==> src/rtl/pipe_ctrl_flush_if.sv <==
// pipe_ctrl_flush_if: decode-stage bundle between the pipeline and its control/flush unit.
interface pipe_ctrl_flush_if;
    logic [31:0] INST;
    logic        wrong;
    logic        stall;
    logic        RegWE;
    logic [3:0]  ALUOP;
    logic        ALUsrcA;
    logic        ALUsrcB;
    logic [2:0]  Immsrc;
    logic        MemWE;
    logic        MemLD;
    logic        PCsrc;
    logic        squash;
    logic        ill;
    modport master (
        output INST, wrong, stall,
        input  RegWE, ALUOP, ALUsrcA, ALUsrcB, Immsrc, MemWE, MemLD, PCsrc, squash, ill
    );
    modport slave (
        input  INST, wrong, stall,
        output RegWE, ALUOP, ALUsrcA, ALUsrcB, Immsrc, MemWE, MemLD, PCsrc, squash, ill
    );
endinterface

==> src/rtl/pipe_ctrl_flush.sv <==
// pipe_ctrl_flush: combinational instruction decode with a redirect-driven squash window.
module pipe_ctrl_flush #(
    parameter int FLUSH_DEPTH = 1,
    parameter int EN_CUSTOM   = 1
) (
    input  logic              CLK,
    input  logic              RSTn,
    pipe_ctrl_flush_if.slave  b
);
    logic [2:0] cnt;
    logic       pend;
    logic [6:0] op;
    logic [2:0] f3;
    logic [3:0] aluop;
    logic [2:0] imm;
    logic       a_sel, b_sel, pcs, rwe, mwe, mld, ill_d;
    logic       unused;
    assign op     = b.INST[6:0];
    assign f3     = b.INST[14:12];
    assign unused = ^{b.INST[31], b.INST[29:26], b.INST[24:15], b.INST[11:7]};
    always_comb begin
        aluop = '0;
        imm   = '0;
        a_sel = 1'b1;
        b_sel = 1'b1;
        pcs   = 1'b1;
        rwe   = 1'b0;
        mwe   = 1'b0;
        mld   = 1'b0;
        ill_d = 1'b0;
        case (op)
            7'b0110011: begin aluop = {(f3 == 3'b000 || f3 == 3'b101) & b.INST[30], f3}; rwe = 1'b1; end
            7'b0010011: begin aluop = {(f3 == 3'b101) & b.INST[30], f3}; b_sel = 1'b0; rwe = 1'b1; end
            7'b0001011: begin
                if (EN_CUSTOM != 0) begin aluop = {f3, b.INST[25]}; rwe = 1'b1; end
                else ill_d = 1'b1;
            end
            7'b0100011: begin b_sel = 1'b0; imm = 3'b001; mwe = 1'b1; end
            7'b0000011: begin b_sel = 1'b0; mld = 1'b1; rwe = 1'b1; end
            7'b1100111: begin b_sel = 1'b0; pcs = 1'b0; rwe = 1'b1; end
            7'b1100011: begin a_sel = 1'b0; b_sel = 1'b0; imm = 3'b010; end
            7'b1101111: begin a_sel = 1'b0; b_sel = 1'b0; imm = 3'b011; pcs = 1'b0; rwe = 1'b1; end
            default:    ill_d = 1'b1;
        endcase
    end
    // Side-effecting enables are masked in squashed slots; the rest still follow decode.
    assign b.squash  = cnt != 3'd0;
    assign b.RegWE   = rwe & ~b.squash;
    assign b.MemWE   = mwe & ~b.squash;
    assign b.MemLD   = mld & ~b.squash;
    assign b.ill     = ill_d & ~b.squash;
    assign b.ALUOP   = aluop;
    assign b.ALUsrcA = a_sel;
    assign b.ALUsrcB = b_sel;
    assign b.Immsrc  = imm;
    assign b.PCsrc   = pcs;
    // A redirect seen during a stall is remembered and launches the flush once the pipe moves.
    always_ff @(posedge CLK or negedge RSTn) begin
        if (!RSTn) begin
            cnt  <= '0;
            pend <= 1'b0;
        end else if (!b.stall) begin
            if (cnt == 3'd0 && (b.wrong || pend)) begin
                cnt  <= 3'(FLUSH_DEPTH);
                pend <= 1'b0;
            end else if (cnt != 3'd0) begin
                cnt <= cnt - 3'd1;
            end
        end else if (b.wrong && cnt == 3'd0) begin
            pend <= 1'b1;
        end
    end
endmodule

==> src/flat_wrapper.sv <==
// flat-port wrapper written by rule: the top's interface ports become plain ports
module pipe_ctrl_flush_flat 
#(
    parameter int FLUSH_DEPTH = 1,
    parameter int EN_CUSTOM   = 1
)
  (CLK, RSTn, b_INST, b_wrong, b_stall, b_RegWE, b_ALUOP, b_ALUsrcA, b_ALUsrcB, b_Immsrc, b_MemWE, b_MemLD, b_PCsrc, b_squash, b_ill);
  pipe_ctrl_flush_if b_i ();
  input  logic CLK;
  input  logic RSTn;
  input wire logic [$bits(b_i.INST)-1:0] b_INST;
  input wire logic [$bits(b_i.wrong)-1:0] b_wrong;
  input wire logic [$bits(b_i.stall)-1:0] b_stall;
  output wire logic [$bits(b_i.RegWE)-1:0] b_RegWE;
  output wire logic [$bits(b_i.ALUOP)-1:0] b_ALUOP;
  output wire logic [$bits(b_i.ALUsrcA)-1:0] b_ALUsrcA;
  output wire logic [$bits(b_i.ALUsrcB)-1:0] b_ALUsrcB;
  output wire logic [$bits(b_i.Immsrc)-1:0] b_Immsrc;
  output wire logic [$bits(b_i.MemWE)-1:0] b_MemWE;
  output wire logic [$bits(b_i.MemLD)-1:0] b_MemLD;
  output wire logic [$bits(b_i.PCsrc)-1:0] b_PCsrc;
  output wire logic [$bits(b_i.squash)-1:0] b_squash;
  output wire logic [$bits(b_i.ill)-1:0] b_ill;
  assign b_i.INST = b_INST;
  assign b_i.wrong = b_wrong;
  assign b_i.stall = b_stall;
  assign b_RegWE = b_i.RegWE;
  assign b_ALUOP = b_i.ALUOP;
  assign b_ALUsrcA = b_i.ALUsrcA;
  assign b_ALUsrcB = b_i.ALUsrcB;
  assign b_Immsrc = b_i.Immsrc;
  assign b_MemWE = b_i.MemWE;
  assign b_MemLD = b_i.MemLD;
  assign b_PCsrc = b_i.PCsrc;
  assign b_squash = b_i.squash;
  assign b_ill = b_i.ill;
  pipe_ctrl_flush #(.FLUSH_DEPTH(FLUSH_DEPTH), .EN_CUSTOM(EN_CUSTOM)) u_core (.CLK(CLK), .RSTn(RSTn), .b(b_i));
endmodule
==> config.mk <==
export PLATFORM = sky130hd
export DESIGN_NAME = pipe_ctrl_flush_flat
export DESIGN_NICKNAME = d
export VERILOG_FILES = /design/src/rtl/pipe_ctrl_flush_if.sv /design/src/rtl/pipe_ctrl_flush.sv /design/src/flat_wrapper.sv
export SDC_FILE = /design/constraint.sdc
export NUM_CORES = 1
export LEC_CHECK = 0
export BUFFER_PORTS_ARGS = -buffer_cell sky130_fd_sc_hd__clkbuf_2
export CORE_MARGIN = 2
export CORE_UTILIZATION = 33
export CTS_CLUSTER_SIZE = 8
export DETAILED_ROUTE_END_ITERATION = 7
export PLACE_DENSITY = 0.87
export SLEW_MARGIN = 10
export SYNTH_ARGS = -nofsm -noshare
export SYNTH_HDL_FRONTEND = slang
export SYNTH_SLANG_ARGS = --single-unit
==> constraint.sdc <==
create_clock -name CLK -period 1.4 [get_ports CLK]
set_input_delay 0.07 -clock CLK [delete_from_list [all_inputs] [get_ports CLK]]
set_output_delay 0.07 -clock CLK [all_outputs]
set_load 0.02 [all_outputs]
==> results.json, run 1 <==
{
  "critPathCaptureType": "output port",
  "max_cap_viol_count": 0,
  "drive_gt1_frac": 0.604,
  "crit_end": "b_RegWE",
  "synthesis.nets": 100,
  "synth_flop_cell": "dfrtp_1",
  "cp_slowest_cell": "dfrtp_1",
  "synth_mux_area_frac": 0.0236,
  "outcome": "finished with violations",
  "fp.dieW_microns": 42.0,
  "gp_congestion": 0.831,
  "max_stage_delay_ns": 0.38,
  "worstReg2RegEnd": "u_core.cnt[1]",
  "synth-adder-area-share": 0.0525,
  "pwr-share-comb": 0.706,
  "clk_pin_slew_worst_paths_ns": 0.04,
  "synthSimpleGateAreaFrac": 0.399,
  "cts_buffers": 3,
  "r2r-start": "u_core.cnt[1]",
  "irDropWorstVdd_mv": 0.817,
  "clk_latency_ns": 0.23,
  "p_int_mw": 0.768,
  "syn_to_final_growth_pct": 90.8,
  "p_clk_frac": 0.113,
  "avgSynthCellArea_sq_um": 7.69,
  "clock_sinks": 4,
  "seq_power_share": 0.182,
  "finalCritPeriodShare": 1.09,
  "reg2reg_depth": 7,
  "fp-row-count": 13,
  "viasPerCell": 5.22,
  "dp_hpwl_microns": 1110,
  "min_path_type": "primary input to flop",
  "synth-edff-count": 0,
  "gr-total-overflow": 0,
  "fin_skew_ns": 0.00150,
  "grt_usage": 0.157,
  "dr.first_iter.drc_count": 25,
  "setup.worst_path.class": "flop to output port",
  "drc": 0,
  "pin_count": 51,
  "cts_buffer_depth": 2,
  "power.total_mw": 1.21,
  "vias": 658,
  "yosysUniqueCellTypes": 30,
  "leakage_nw": 0.449,
  "n_antenna_cell": 0,
  "routedWlPerCell_microns": 13.0,
  "core_sq_um": 1320,
  "dpl_cell_area_sq_um": 727,
  "grt_max_degree": 10,
  "yosysWarnings": 0,
  "netSwitchingFraction": 0.367,
  "ys_seq_elements": 4,
  "synth_compound_area_frac": 0.207,
  "fin_util": 0.690,
  "die_h_microns": 42.0,
  "place_ws_ns": 0.00669,
  "async_reset_ff_frac": 1.00,
  "yosysSeqAreaShare": 0.210,
  "netSwitchingPower_mw": 0.446,
  "drt_pre_antenna_iters": 4,
  "antenna_found_initial": 0,
  "start_util": 0.362,
  "hold_ws_ns": 0.124,
  "dieArea_sq_um": 1760,
  "fmax_ghz": 0.654,
  "worstPathMaxFanout": 3,
  "powerDensity_nw_per_um2": 1330,
  "drt_wl_total_microns": 1640,
  "final_hold_viol_count": 0,
  "grt_pass1_vias": 565,
  "startpoint": "u_core.cnt[1]",
  "cp_data_required_time_ns": 1.33,
  "synth_top_family_by_area": "simple AND/OR/NAND/NOR gates",
  "ant_nets": 0,
  "cp_data_arrival_time_ns": 1.46,
  "critPathLaunchType": "flop",
  "fin_area_sq_um": 910,
  "io_buffers": 29,
  "violations": "setup timing",
  "fin_crit_ns": 1.53,
  "postSynthCellCount": 62,
  "fin_nets": 151,
  "synth_xor_area_frac": 0.0184,
  "grt_pass1_wl_microns": 2210,
  "worst_slack_ns": -0.128,
  "reg2reg_slack_ns": 0.02,
  "cts_max_level": 1,
  "clockRootBuffer": "clkbuf_4",
  "syn-cell-area_sq_um": 477,
  "cts_tree": "yes",
  "worstPathCellList": "inv_2 -> ha_4 -> nor2b_4 -> inv_4 -> a2111oi_4 -> buf_4",
  "setup_viol": 7,
  "rsz0062_at_grt": "yes",
  "report.final.slew_viol_count": 0
}
## power groups by stage
| stage | Clock (mW) | Sequential, mW | Combinational (mW) |
|---|---|---|---|
| floorplan | 0 | 0.204 | 0.319 |
| global placement | 0 | 0.206 | 0.483 |
| detailed placement | 0 | 0.210 | 0.497 |
| CTS | 0.147 | 0.217 | 0.705 |
| global route | 0.156 | 0.225 | 0.924 |
| finish | 0.137 | 0.220 | 0.857 |
## how the worst min path moves through the flow
stage | from | end | depth (start not counted)
after floorplan | RSTn | u_core.cnt[0] | 0
after global placement | RSTn | u_core.cnt[1] | 1
after detailed placement | RSTn | u_core.cnt[2] | 1
after CTS | b_wrong | u_core.pend | 3
after global routing | b_wrong | u_core.pend | 3
final | b_wrong | u_core.pend | 3
## timing repair
item / in CTS / in global routing
pin swaps: 3 / 3
setup endpoints to repair: 4 / 11
hold buffers: 1 / 0
gates resized for setup: 14 / 13
hold endpoints to repair: 4 / 0
setup buffers: 6 / 3
## cell usage in the layout, fill, tap and decap left out, drive strengths merged
cell | synthesis | routed
a2111oi | 2 | 2
a211o | 1 | 1
a21o | 2 | 2
a21oi | 3 | 3
a22o | 3 | 3
and3 | 2 | 2
buf | 3 | 24
clkbuf | 0 | 27
conb | 1 | 1
dfrtp | 4 | 4
dlygate4sd3 | 0 | 1
ha | 2 | 2
inv | 4 | 4
mux2 | 1 | 1
nand2 | 2 | 2
nand2b | 1 | 1
nand3 | 4 | 4
nand3b | 2 | 2
nor2 | 7 | 7
nor2b | 4 | 4
nor3 | 4 | 4
nor4 | 3 | 3
nor4b | 1 | 1
o21ai | 2 | 2
or2 | 1 | 1
or3 | 1 | 1
or3b | 1 | 1
xnor2 | 1 | 1
## worst max-delay path, delay by kind of cell (launching register included)
family / cells / cell delay, ns
adders and majority gates: 1 / 0.14
buffers and inverters: 3 / 0.33
and+or+nand+nor: 1 / 0.18
DFF: 1 / 0.38
AOI/OAI and AO/OA: 1 / 0.19
## cell families after synthesis
family | Yosys count
and+or+nand+nor | 33
buffers and inverters | 7
DFF | 4
muxes | 1
adders and majority gates | 2
AOI/OAI and AO/OA | 13
other | 1
xor gates and xnor gates | 1
## layer usage
metal | up-vias | share of wire | global-route usage
met5 | - | 0 | 0
met4 | 0 | 0.032 | 0.0968
met3 | 4 | 0.063 | 0.0129
met2 | 28 | 0.52 | 0.284
met1 | 302 | 0.38 | 0.176
li1 | 324 | - | -
## stage by stage
step | setup TNS, ns | cells
3_3_place_gp | 0 | 113
5_1_grt | -0.929 | 126
3_5_place_dp | 0 | 113
4_1_cts | -0.418 | 123
6_report | -0.483 | 126
2_1_floorplan | -0.0268 | 62
## final cells by class
cell class                      instances  area [sq um]
Fill cell                             104           408
Clock buffer                            3          22.5
Sequential cell                         4           100
Tap cell                               15          18.8
Multi-Input combinational cell         51           418
Inverter                                4          17.5
Timing Repair Buffer                   49           333
## state kept, by name, indices dropped and copies added, names as in the netlist
signal       flops
u_core.cnt       3
u_core.pend      1
## synth_stat cells, types with 2 or more instances
cell,n,area (sq um)
and3_1,2,12.5
nand3_1,4,20.0
nand2_1,2,7.51
nor4_1,3,18.8
inv_1,4,15.0
nand3b_1,2,15.0
nor3_1,4,20.0
o21ai_0,2,10.0
a21oi_1,3,15.0
ha_1,2,25.0
dfrtp_1,4,100
nor2_1,6,22.5
a22o_1,3,26.3
a21o_1,2,15.0
nor2b_1,4,25.0
Power figures use the tool's default switching activity.
==> run 2: changes to the inputs <==
Settings changed: RECOVER_POWER set to 50, SETUP_SLACK_MARGIN set to 0.15.
==> run 2 against run 1 <==
The flow still finishes with violations (setup timing). Core utilization increased by 6.3 points. Cell area increased by 9.1%. Maximum frequency increased by 1.2%. Hold slack improved by 0.018 ns. Non-clock buffer count increased by 2. Sequential share of layout area decreased by 0.92 points. Global-route usage increased by 1.7 points. Largest power group unchanged.
==> results.json, run 2 (same netlist as run 1, synthesis figures left out) <==
{
  "drt_pre_antenna_iters": 4,
  "worst_slack_ns": -0.111,
  "vias": 692,
  "setup_viol": 6,
  "fin_crit_ns": 1.51,
  "report.final.slew_viol_count": 0,
  "irDropWorstVdd_mv": 1.05,
  "final_hold_viol_count": 0,
  "finalCritPeriodShare": 1.08,
  "worstPathMaxFanout": 4,
  "largest_reg_flops": 3,
  "drc": 0,
  "power.total_mw": 1.23,
  "die_h_microns": 42.0,
  "dieArea_sq_um": 1760,
  "cts_tree": "yes",
  "grt_usage": 0.174,
  "cts_max_level": 1,
  "clk_latency_ns": 0.23,
  "wl_met3_microns": 112,
  "fin_nets": 153,
  "fmax_ghz": 0.662,
  "min_path_type": "primary input to flop",
  "viasPerCell": 5.41,
  "startpoint": "u_core.cnt[1]",
  "cts_buffers": 3,
  "gr-total-overflow": 0,
  "highest_layer": "met4",
  "core_sq_um": 1320,
  "clockRootBuffer": "clkbuf_4",
  "grt_pass1_vias": 627,
  "r2r-start": "u_core.cnt[1]",
  "routedWlPerCell_microns": 13.4,
  "setup.worst_path.class": "flop to output port",
  "antenna_found_initial": 0,
  "grt_max_degree": 10,
  "fp.dieW_microns": 42.0,
  "hold_start": "b_wrong",
  "drt_wl_total_microns": 1720,
  "max_cap_viol_count": 0,
  "final_common_cell": "buf_4",
  "powerDensity_nw_per_um2": 1240,
  "dp_hpwl_microns": 1070,
  "violations": "setup timing",
  "critPathCaptureType": "output port",
  "cp_data_required_time_ns": 1.33,
  "dr.first_iter.drc_count": 22,
  "fin_skew_ns": 0.000123,
  "cts_buffer_depth": 2,
  "cp_data_arrival_time_ns": 1.44,
  "start_util": 0.362,
  "ant_nets": 0,
  "drive_gt1_frac": 0.637,
  "pin_count": 51,
  "finalSetupTns_ns": -0.372,
  "layout_common_cells": "buf_4, clkbuf_2, buf_6",
  "route.met2.wl_microns": 942,
  "wirelength_met1_microns": 653,
  "outcome": "finished with violations",
  "clk_pin_slew_worst_paths_ns": 0.03,
  "grt_pass1_wl_microns": 2510,
  "reg_top3": "u_core.cnt: 3 flops, u_core.pend: 1 flops",
  "rsz0062_at_grt": "yes",
  "n_antenna_cell": 0,
  "gp_congestion": 0.811,
  "fp-row-count": 13,
  "critPathLaunchType": "flop",
  "clock_sinks": 4,
  "io_buffers": 29,
  "syn_to_final_growth_pct": 108,
  "leakage_nw": 0.465,
  "regMostFlops": "u_core.cnt"
}
[run 2: layout make-up]
class / instances / area, sq um
Timing Repair Buffer: 51 / 372
Inverter: 4 / 17.5
Sequential cell: 4 / 100
Tap cell: 15 / 18.8
Multi-Input combinational cell: 51 / 462
Fill cell: 87 / 325
Clock buffer: 3 / 22.5
[run 2: report_power, final]
| group | switching (mW) | total [mW] | internal [mW] |
|---|---|---|---|
| registers | 0.0417 | 0.217 | 0.176 |
| clock network | 0.0396 | 0.135 | 0.0953 |
| logic | 0.369 | 0.875 | 0.506 |
[run 2: per-layer routing]
metal | vias up | GRT usage
met5 | - | 0
met4 | 0 | 0.0581
met3 | 2 | 0.00431
met2 | 35 | 0.325
met1 | 329 | 0.212
li1 | 326 | -
[run 2: through the flow]
step | cells | setup slack (ns) | hold WS (ns) | util | cell area (sq um)
finish | 128 | -0.111 | 0.142 | 0.753 | 992
global route | 128 | -0.187 | 0.175 | 0.753 | 992
CTS | 122 | -0.139 | 0.125 | 0.654 | 862
detailed placement | 111 | 0.0190 | -0.121 | 0.549 | 723
global placement | 111 | 0.0380 | -0.125 | 0.549 | 723
floorplan | 62 | 0.0649 | -0.226 | - | 523
[run 2: worst max-delay path, stage by stage (launching register included)]
cell and delay [ns]:
dfrtp_1 0.37, inv_2 0.09, ha_4 0.13, nor2b_4 0.17
inv_4 0.07, a2111oi_4 0.19, buf_4 0.19
[run 2: timing repair]
action / 4_1_cts / 5_1_grt
endpoints found under the hold margin: 4 / 0
gates resized for setup: 15 / 34
hold buffers: 1 / 0
buffers inserted: 7 / 6
pin swaps: 4 / 6
endpoints found under the setup margin: 12 / 15
[run 2: path summary, 6_finish.rpt]
| path | slack [ns] | depth (start not counted) | to |
|---|---|---|---|
| setup / recovery | -0.11 | 6 | b_RegWE |
| hold reg to reg | 0.49 | 1 | u_core.cnt[1] |
| max in group asynchronous | 1.02 | 2 | u_core.cnt[2] |
| setup reg to reg | -0.07 | 8 | u_core.cnt[1] |
| hold / removal | 0.14 | 3 | u_core.pend |
| min in group asynchronous | 0.20 | 2 | u_core.cnt[0] |
==> run 3: changes to the inputs <==
Settings changed: SETUP_SLACK_MARGIN 0.15 to not set, SKIP_LAST_GASP set to 1.
==> run 3 against run 2 <==
The flow still finishes with violations (setup timing). Power fell by 2.4%. Critical path depth unchanged. First-iteration DRC count decreased by 18%. Hold slack got worse by 0.018 ns. Clock power about the same. Clock-buffer cell count stayed put. Clock skew grew 0.0014 ns. Core utilization down 7.1 points. Cell area shrank 9.5%. Global-route usage fell by 1.7 points. Register-to-register slack improved by 0.09 ns. Largest cell class unchanged. Largest power group unchanged. Highest routed layer unchanged.
==> results.json, run 3 (same netlist as run 1, synthesis figures left out) <==
{
  "leakage_nw": 0.438,
  "fp-row-count": 13,
  "setup_viol": 7,
  "min_path_type": "primary input to flop",
  "dieArea_sq_um": 1760,
  "largest_reg_flops": 3,
  "reg_top3": "u_core.cnt: 3 flops, u_core.pend: 1 flops",
  "final_common_cell": "clkbuf_2",
  "core_sq_um": 1320,
  "finalCritPeriodShare": 1.09,
  "reg2reg_depth": 7,
  "r2r-start": "u_core.cnt[1]",
  "cts_buffers": 3,
  "outcome": "finished with violations",
  "vias": 652,
  "critPathCaptureType": "output port",
  "fin_nets": 151,
  "worstPathMaxFanout": 3,
  "antenna_found_initial": 0,
  "hold_start": "b_wrong",
  "finalSetupTns_ns": -0.479,
  "critPathLaunchType": "flop",
  "cts_tree": "yes",
  "gp_congestion": 0.831,
  "pin_count": 51,
  "pwr-share-comb": 0.702,
  "cp_data_required_time_ns": 1.33,
  "clk_latency_ns": 0.23,
  "layout_common_cells": "clkbuf_2, buf_4, nor2_1",
  "dp_hpwl_microns": 1110,
  "rsz0062_at_grt": "yes",
  "p_int_mw": 0.754,
  "report.final.slew_viol_count": 0,
  "multi_input_area_sq_um": 410,
  "syn_to_final_growth_pct": 88.5,
  "drt_pre_antenna_iters": 6,
  "power.total_mw": 1.20,
  "regMostFlops": "u_core.cnt",
  "start_util": 0.362,
  "drt_wl_total_microns": 1620,
  "fmax_ghz": 0.654,
  "routedWlPerCell_microns": 12.8,
  "grt_max_degree": 10,
  "p_clk_frac": 0.114,
  "fin_skew_ns": 0.00150,
  "gr-total-overflow": 0,
  "irDropWorstVdd_mv": 0.816,
  "worst_slack_ns": -0.128,
  "dr.first_iter.drc_count": 18,
  "grt_pass1_vias": 565,
  "drive_gt1_frac": 0.568,
  "regArea_sq_um": 100,
  "worstReg2RegEnd": "u_core.cnt[1]",
  "n_antenna_cell": 0,
  "cp_data_arrival_time_ns": 1.46,
  "viasPerCell": 5.17,
  "fin_crit_ns": 1.53,
  "die_h_microns": 42.0,
  "netSwitchingPower_mw": 0.443,
  "grt_usage": 0.157,
  "violations": "setup timing",
  "fp.dieW_microns": 42.0,
  "max_cap_viol_count": 0,
  "fillers": 108,
  "drc": 0,
  "seq_power_share": 0.184,
  "setup.worst_path.class": "flop to output port",
  "final_hold_viol_count": 0,
  "clockRootBuffer": "clkbuf_4",
  "reg2reg_slack_ns": 0.02,
  "grt_pass1_wl_microns": 2210,
  "io_buffers": 29,
  "clock_sinks": 4,
  "hold_depth": 3,
  "ant_nets": 0,
  "cts_buffer_depth": 2,
  "powerDensity_nw_per_um2": 1330,
  "netSwitchingFraction": 0.370,
  "cts_max_level": 1,
  "holdPathEnd": "u_core.pend",
  "clk_pin_slew_worst_paths_ns": 0.04
}
-- run 3: changes by cell type in the layout (fill, tap and decap cells not counted), moves of 2 or more --
cell and change:
nor2b_4 -2, nor2b_1 +3, clkbuf_2 +5, buf_6 -4, buf_4 -3
-- run 3: what timing repair did --
| action | 4_1_cts | 5_1_grt |
|---|---|---|
| hold endpoints to repair | 4 | 0 |
| setup buffers | 6 | 3 |
| endpoints found under the setup margin | 4 | 11 |
| gates resized for setup | 14 | 11 |
| pin swaps | 3 | 3 |
| hold buffers | 1 | 0 |
| gates cloned | 0 | 0 |
-- run 3: how the worst max path moves through the flow --
stage,depth (start not counted),slack (ns),startpoint,to
2_1_floorplan,3,-0.01,b_INST[4],b_ALUsrcB
3_3_place_gp,6,0.03,u_core.cnt[0],b_ill
3_5_place_dp,6,0.007,u_core.cnt[0],b_ill
4_1_cts,6,-0.13,u_core.cnt[1],b_RegWE
5_1_grt,7,-0.20,u_core.cnt[1],b_MemLD
6_report,6,-0.13,u_core.cnt[1],b_RegWE
-- run 3: critical path, stage by stage, from the launching register on --
cell and delay, ns:
dfrtp_1 0.38, inv_2 0.08, ha_4 0.14, nor2b_4 0.18
inv_4 0.06, a2111oi_4 0.19, buf_4 0.19
-- run 3: metal layers --
metal,track usage,up-vias,wire length [microns]
met3,0.0129,4,108
met5,0,-,0
met1,0.176,297,606
li1,-,323,-
met4,0.0968,0,53
met2,0.284,28,847
-- run 3: metrics by stage --
step,cell area (sq um),worst slack (ns),hold slack [ns],instances,utilization
2_1_floorplan,512,-0.0134,-0.226,62,-
3_3_place_gp,727,0.0278,-0.120,113,0.552
3_5_place_dp,727,0.00669,-0.116,113,0.552
4_1_cts,857,-0.134,0.118,123,0.651
5_1_grt,898,-0.198,0.129,126,0.682
6_report,898,-0.128,0.124,126,0.682
-- run 3: power by group through the flow --
stage          registers, mW  clock network (mW)  logic (mW)
6_report               0.220               0.137       0.840
3_5_place_dp           0.210                   0       0.497
2_1_floorplan          0.204                   0       0.319
5_1_grt                0.225               0.156       0.905
4_1_cts                0.217               0.147       0.705
3_3_place_gp           0.206                   0       0.483
-- run 3: final cells by class --
cell class / count / area share
Sequential cell: 4 / 0.111
Multi-Input combinational cell: 51 / 0.457
Clock buffer: 3 / 0.0251
Timing Repair Buffer: 49 / 0.366
Tap cell: 15 / 0.0209
Inverter: 4 / 0.0195
